File: config.mk
export PLATFORM = sky130hd
export DESIGN_NAME = uart_txfifo_wr_arb_flat
export DESIGN_NICKNAME = d
export VERILOG_FILES = /design/src/rtl/uart_txfifo_wr_arb_if.sv /design/src/rtl/uart_txfifo_wr_arb.sv /design/src/flat_wrapper.sv
export SDC_FILE = /design/constraint.sdc
export NUM_CORES = 1
export LEC_CHECK = 0
export BUFFER_PORTS_ARGS = -buffer_cell sky130_fd_sc_hd__buf_4
export CAP_MARGIN = 25
export CORE_ASPECT_RATIO = 0.9
export CORE_MARGIN = 2
export CORE_UTILIZATION = 57
export CTS_BUF_LIST = sky130_fd_sc_hd__clkbuf_4 sky130_fd_sc_hd__clkbuf_8 sky130_fd_sc_hd__clkbuf_16
export CTS_CLUSTER_DIAMETER = 60
export CTS_CLUSTER_SIZE = 20
export DETAILED_ROUTE_END_ITERATION = 12
export PLACE_DENSITY_LB_ADDON = 0.2
export SLEW_MARGIN = 20
export SYNTH_ARGS = -nofsm -noshare
export SYNTH_HDL_FRONTEND = slang
export SYNTH_SLANG_ARGS = --single-unit
File: constraint.sdc
create_clock -name clk -period 3.7 [get_ports clk]
set_clock_uncertainty 0.1 [all_clocks]
set_input_delay 0.37 -clock clk [delete_from_list [all_inputs] [get_ports clk]]
set_output_delay 0.37 -clock clk [all_outputs]
set_load 0.02 [all_outputs]
File: src/rtl/uart_txfifo_wr_arb_if.sv
// Write-port bundle between the two byte requesters, the arbiter and the TX FIFO.
// The arbiter takes the slave view; the requester/FIFO side takes the master view.
interface uart_txfifo_wr_arb_if;
  logic       req0_valid;
  logic [7:0] req0_data;
  logic       req0_lock;
  logic       req0_ready;
  logic       req1_valid;
  logic [7:0] req1_data;
  logic       req1_lock;
  logic       req1_ready;
  logic       fifo_full;
  logic       fifo_wr;
  logic [7:0] fifo_d;
  logic       fifo_srst;

  modport master (
    output req0_valid, req0_data, req0_lock,
    output req1_valid, req1_data, req1_lock,
    output fifo_full,
    input  req0_ready, req1_ready,
    input  fifo_wr, fifo_d, fifo_srst
  );

  modport slave (
    input  req0_valid, req0_data, req0_lock,
    input  req1_valid, req1_data, req1_lock,
    input  fifo_full,
    output req0_ready, req1_ready,
    output fifo_wr, fifo_d, fifo_srst
  );
endinterface

File: src/rtl/uart_txfifo_wr_arb.sv
// Round-robin write-port arbiter with message lock, lock timeout and flush sequencing
// for the UART transmit FIFO. Everything lives in the FIFO write-clock domain.
module uart_txfifo_wr_arb #(
  parameter int unsigned FLUSH_WAIT   = 8,
  parameter int unsigned LOCK_TIMEOUT = 64
) (
  input  logic                       clk,
  input  logic                       rst,
  uart_txfifo_wr_arb_if.slave        bus,
  input  logic                       flush,
  output logic                       flush_busy,
  output logic [1:0]                 grant,
  output logic                       lock_timeout
);

  localparam logic [7:0] WaitLast  = 8'(FLUSH_WAIT - 1);
  localparam logic [9:0] IdleLimit = 10'(LOCK_TIMEOUT);

  typedef enum logic [1:0] {StRun, StFlush, StWait} state_e;

  state_e     state_q, state_d;
  logic       last_q, last_d;    // last served requester
  logic       lock_q, lock_d;
  logic       owner_q, owner_d;
  logic [7:0] wait_q, wait_d;
  logic [9:0] idle_q, idle_d;

  logic       ready0, ready1;
  logic       xfer0, xfer1, wr;
  logic [7:0] wdata;

  // Grant decode and write datapath, combinational from registered state and valids.
  always_comb begin
    grant = 2'b00;
    if (state_q == StRun) begin
      if (lock_q) begin
        grant = owner_q ? 2'b10 : 2'b01;
      end else if (bus.req0_valid && bus.req1_valid) begin
        grant = last_q ? 2'b01 : 2'b10;
      end else if (bus.req0_valid) begin
        grant = 2'b01;
      end else if (bus.req1_valid) begin
        grant = 2'b10;
      end
    end
    ready0 = grant[0] & ~bus.fifo_full;
    ready1 = grant[1] & ~bus.fifo_full;
    xfer0  = bus.req0_valid & ready0;
    xfer1  = bus.req1_valid & ready1;
    wr     = xfer0 | xfer1;
    case (grant)
      2'b01:   wdata = bus.req0_data;
      2'b10:   wdata = bus.req1_data;
      default: wdata = 8'h00;
    endcase
    // While locked only the owner can transfer, so any write counts as owner activity.
    lock_timeout = lock_q & (idle_q == IdleLimit) & ~wr;
  end

  assign bus.req0_ready = ready0;
  assign bus.req1_ready = ready1;
  assign bus.fifo_wr    = wr;
  assign bus.fifo_d     = wdata;
  assign bus.fifo_srst  = (state_q == StFlush);
  assign flush_busy     = (state_q != StRun);

  // Next-state logic for the flush sequencer, arbitration history, lock and counters.
  always_comb begin
    state_d = state_q;
    last_d  = last_q;
    lock_d  = lock_q;
    owner_d = owner_q;
    wait_d  = wait_q;
    idle_d  = idle_q;
    unique case (state_q)
      StRun: begin
        if (wr) begin
          last_d  = xfer1;
          owner_d = xfer1;
          lock_d  = xfer1 ? bus.req1_lock : bus.req0_lock;
          idle_d  = 10'd0;
        end else if (lock_timeout) begin
          lock_d = 1'b0;
          idle_d = 10'd0;
        end else if (lock_q && idle_q != 10'h3ff) begin
          idle_d = idle_q + 10'd1;
        end
        // A same-cycle transfer still completes; the flush then discards it.
        if (flush) begin
          state_d = StFlush;
          lock_d  = 1'b0;
          idle_d  = 10'd0;
          last_d  = 1'b1;
        end
      end
      StFlush: begin
        state_d = StWait;
        wait_d  = 8'd0;
      end
      StWait: begin
        if (flush) begin
          state_d = StFlush;
        end else if (wait_q == WaitLast) begin
          state_d = StRun;
        end else if (wait_q != 8'hff) begin
          wait_d = wait_q + 8'd1;
        end
      end
      default: state_d = StRun;
    endcase
  end

  // State register with synchronous reset; last=1 gives req0 the first contention.
  always_ff @(posedge clk) begin
    if (rst) begin
      state_q <= StRun;
      last_q  <= 1'b1;
      lock_q  <= 1'b0;
      owner_q <= 1'b0;
      wait_q  <= 8'd0;
      idle_q  <= 10'd0;
    end else begin
      state_q <= state_d;
      last_q  <= last_d;
      lock_q  <= lock_d;
      owner_q <= owner_d;
      wait_q  <= wait_d;
      idle_q  <= idle_d;
    end
  end

endmodule

File: src/flat_wrapper.sv
// flat-port wrapper written by rule: the top's interface ports become plain ports
module uart_txfifo_wr_arb_flat 
#(
  parameter int unsigned FLUSH_WAIT   = 8,
  parameter int unsigned LOCK_TIMEOUT = 64
)
  (clk, rst, flush, flush_busy, grant, lock_timeout, bus_req0_valid, bus_req0_data, bus_req0_lock, bus_req1_valid, bus_req1_data, bus_req1_lock, bus_fifo_full, bus_req0_ready, bus_req1_ready, bus_fifo_wr, bus_fifo_d, bus_fifo_srst);
  uart_txfifo_wr_arb_if bus_i ();
  input  logic clk;
  input  logic rst;
  input  logic flush;
  output logic flush_busy;
  output logic [1:0] grant;
  output logic lock_timeout;
  input wire logic [$bits(bus_i.req0_valid)-1:0] bus_req0_valid;
  input wire logic [$bits(bus_i.req0_data)-1:0] bus_req0_data;
  input wire logic [$bits(bus_i.req0_lock)-1:0] bus_req0_lock;
  input wire logic [$bits(bus_i.req1_valid)-1:0] bus_req1_valid;
  input wire logic [$bits(bus_i.req1_data)-1:0] bus_req1_data;
  input wire logic [$bits(bus_i.req1_lock)-1:0] bus_req1_lock;
  input wire logic [$bits(bus_i.fifo_full)-1:0] bus_fifo_full;
  output wire logic [$bits(bus_i.req0_ready)-1:0] bus_req0_ready;
  output wire logic [$bits(bus_i.req1_ready)-1:0] bus_req1_ready;
  output wire logic [$bits(bus_i.fifo_wr)-1:0] bus_fifo_wr;
  output wire logic [$bits(bus_i.fifo_d)-1:0] bus_fifo_d;
  output wire logic [$bits(bus_i.fifo_srst)-1:0] bus_fifo_srst;
  assign bus_i.req0_valid = bus_req0_valid;
  assign bus_i.req0_data = bus_req0_data;
  assign bus_i.req0_lock = bus_req0_lock;
  assign bus_i.req1_valid = bus_req1_valid;
  assign bus_i.req1_data = bus_req1_data;
  assign bus_i.req1_lock = bus_req1_lock;
  assign bus_i.fifo_full = bus_fifo_full;
  assign bus_req0_ready = bus_i.req0_ready;
  assign bus_req1_ready = bus_i.req1_ready;
  assign bus_fifo_wr = bus_i.fifo_wr;
  assign bus_fifo_d = bus_i.fifo_d;
  assign bus_fifo_srst = bus_i.fifo_srst;
  uart_txfifo_wr_arb #(.FLUSH_WAIT(FLUSH_WAIT), .LOCK_TIMEOUT(LOCK_TIMEOUT)) u_core (.clk(clk), .rst(rst), .bus(bus_i), .flush(flush), .flush_busy(flush_busy), .grant(grant), .lock_timeout(lock_timeout));
endmodule
==> results.cfg <==
[run_status]
status = complete, no violations

[global_route]
grt_remaining_overflow = 0
grt_use_total_pct = 22.82
grt_pass1_vias = 1329
antenna_found_initial = 0
grt_pass1_wl_um = 5664
grt_max_degree = 14

[timing]
worst_slew_pin_slew_ns = 0.5400
grt_setup_unrepaired = no
finalSetupViolCount = 0
relSlewSlack_pct = 63.92
post-route-min-period_ns = 2.787
period_share_pct = 75.31
final-hold-violation-count = 0
fmax_ghz = 0.3589
final_max_slew_viol_count = 0
fin_tns_setup_ns = 0

[placement]
dpl-instance-area_mm2 = 0.001869
dp.cells = 253
dp_hpwl_um = 2713
gp_congestion = 0.8166
portBuffers = 39

[synthesis]
synth_cell_types = 53
synth_seq_cells = 23
syn_avg_cell_area_um2 = 8.261
synth_area_leaders = dfxtp_1 (29%), nor2_1 (5.9%), ha_1 (4.0%)
yosysMostFrequentCell = nor2_1
syn-num-nets = 220
netlist.top_cell.by_area = dfxtp_1
yosysWarningCount = 0
yosysTopAreaCellShare_pct = 29.18
synthArstFlopShare_pct = 0
synth_flop_cell = dfxtp_1
synth_edf_count = 0
synth_common_cells = nor2_1 (25), dfxtp_1 (23), nand2_1 (16), a21oi_1 (11), inv_1 (9)
syn_inst = 191
synthesis.area_mm2 = 0.001578
seq_area_frac_synth_pct = 29.18

[finish]
fin_nets = 257
fill_cells = 250
area_growth_pct = 20.22
fin_area_mm2 = 0.001897
antenna_cells = 0
drive_above_1_share_pct = 26.87
fin_cells = 257

[floorplanning]
die_y_um = 53.91
start_util_pct = 58.87
die_area_mm2 = 0.003205
die_x_um = 59.46
coreArea_mm2 = 0.002680
io_pins = 40
rows = 18

[power]
powerDensity_mw_per_mm2 = 269.4
peakVddDrop_mv = 0.1688
p_leak_nw = 0.8288

[setup_path]
crit_type = register to output pin
start_kind = register
rrSetupSlack_ns = 1.61
worstPathRequired_ns = 3.23
crit_path_max_fanout = 10
arrival_ns = 2.32
critPathCaptureType = output pin

[clock_tree]
post_cts.repair.setup_buffers = 0
postCtsHoldBufs = 0
cts_made_buffers = 3
ctsRootBufferMaster = clkbuf_4
cts_buffer_depth = 2
cts_resized = 0
cts_sinks = 23
cts_tree = done
htreeDepth = 1
clkTransAtPathRegs_ns = 0.13
clock_latency_ns = 0.32

[routing]
viasPerCell = 5.981
first_pass_iters = 4
vias = 1537
post_drt_wl_per_cell_um = 13.54
drc = 0
drt_iter0_markers = 78
routed_wirelength_um = 3479
ant_nets = 0

[run]
drv_cap = 0

[min_path]
hold_path.class = input port to register
## routing by layer
layer | GRT usage (%) | vias to the layer above | share of wire [%]
met5 | 0 | - | 0
met4 | 7.955 | 0 | 1.4
met3 | 2.163 | 5 | 3.8
met2 | 39.19 | 37 | 48
met1 | 29.96 | 730 | 47
li1 | - | 765 | -
## stage by stage
stage | util (%) | worst slack [ns] | power, W | hold WS, ns
after floorplan | - | 1.381 | 0.0003444 | 0.3632
after global placement | 69.75 | 1.390 | 0.0003929 | 0.3794
after detailed placement | 69.75 | 1.273 | 0.0003962 | 0.4021
after CTS | 70.78 | 0.9001 | 0.0005162 | 0.1793
after global routing | 70.78 | 0.6462 | 0.0005368 | 0.1861
final | 70.78 | 0.9134 | 0.0005111 | 0.1836
## flip-flops by register name (all words and copies together), names as in the netlist
signal and count:
u_core.state_q 2, u_core.idle_q 10, u_core.last_q 1, u_core.owner_q 1
u_core.lock_q 1, u_core.wait_q 8
## area by class of cell
| cell class | count | area (um2) | area share, % |
|---|---|---|---|
| Clock buffer | 3 | 22.52 | 1.187 |
| Clock inverter | 1 | 5.005 | 0.2639 |
| Inverter | 11 | 41.29 | 2.177 |
| Multi-Input combinational cell | 150 | 1037 | 54.68 |
| Sequential cell | 23 | 460.4 | 24.27 |
| Tap cell | 30 | 37.54 | 1.979 |
| Timing Repair Buffer | 39 | 292.8 | 15.44 |
## power breakdown
part           switching, W  internal [W]
clock network     0.0000795     0.0000405
logic             0.0000746     0.0000590
registers        0.00000564      0.000252
total              0.000160      0.000351
## final timing paths
path,start,endpoint,depth (start not counted)
min reg2reg,u_core.idle_q[9]$_SDFFE_PP0P_,u_core.idle_q[9]$_SDFFE_PP0P_,2
max,u_core.lock_q$_SDFFE_PP0P_,bus_fifo_d[7],8
max reg2reg,u_core.state_q[0]$_SDFFE_PP0P_,u_core.idle_q[2]$_SDFFE_PP0P_,6
min,rst,u_core.state_q[0]$_SDFFE_PP0P_,2
## logic make-up (layout without fill, tap and decap cells)
kind of cell             Yosys count  in the layout  synth area share, %
AO/OA/AOI/OAI                     46             46                25.06
XOR/XNOR                           4              4                2.221
adder cells (fa/ha/maj)            5              5                3.965
buffers and inverters             18             54                5.075
flip-flops                        23             23                29.18
multiplexers                       4              4                2.538
AND/OR/NAND/NOR                   91             91                31.96
## placed cells by master, fill, tap and decap left out, types with 3 or more instances in the layout
| cell type | instances |
|---|---|
| ha_1 | 5 |
| nor2_1 | 25 |
| a21o_1 | 5 |
| nor2b_1 | 3 |
| and2_1 | 4 |
| dfxtp_1 | 23 |
| a22oi_1 | 8 |
| nand4_1 | 4 |
| nand2b_1 | 7 |
| o21ai_0 | 3 |
| nand2_1 | 16 |
| nor3_1 | 3 |
| nand3_1 | 6 |
| clkbuf_4 | 3 |
| mux2i_1 | 4 |
| or3_1 | 6 |
| inv_1 | 9 |
| a21oi_1 | 11 |
| buf_4 | 39 |
## critical path, cell delays in order (launching register included)
cell,delay [ns]
dfxtp_1,0.59
nand2b_1,0.21
a21oi_1,0.05
o21ai_0,0.31
inv_1,0.11
ha_1,0.31
a22oi_1,0.20
nor2_1,0.06
buf_4,0.16
Note: power is estimated with default switching activity, not from simulation.
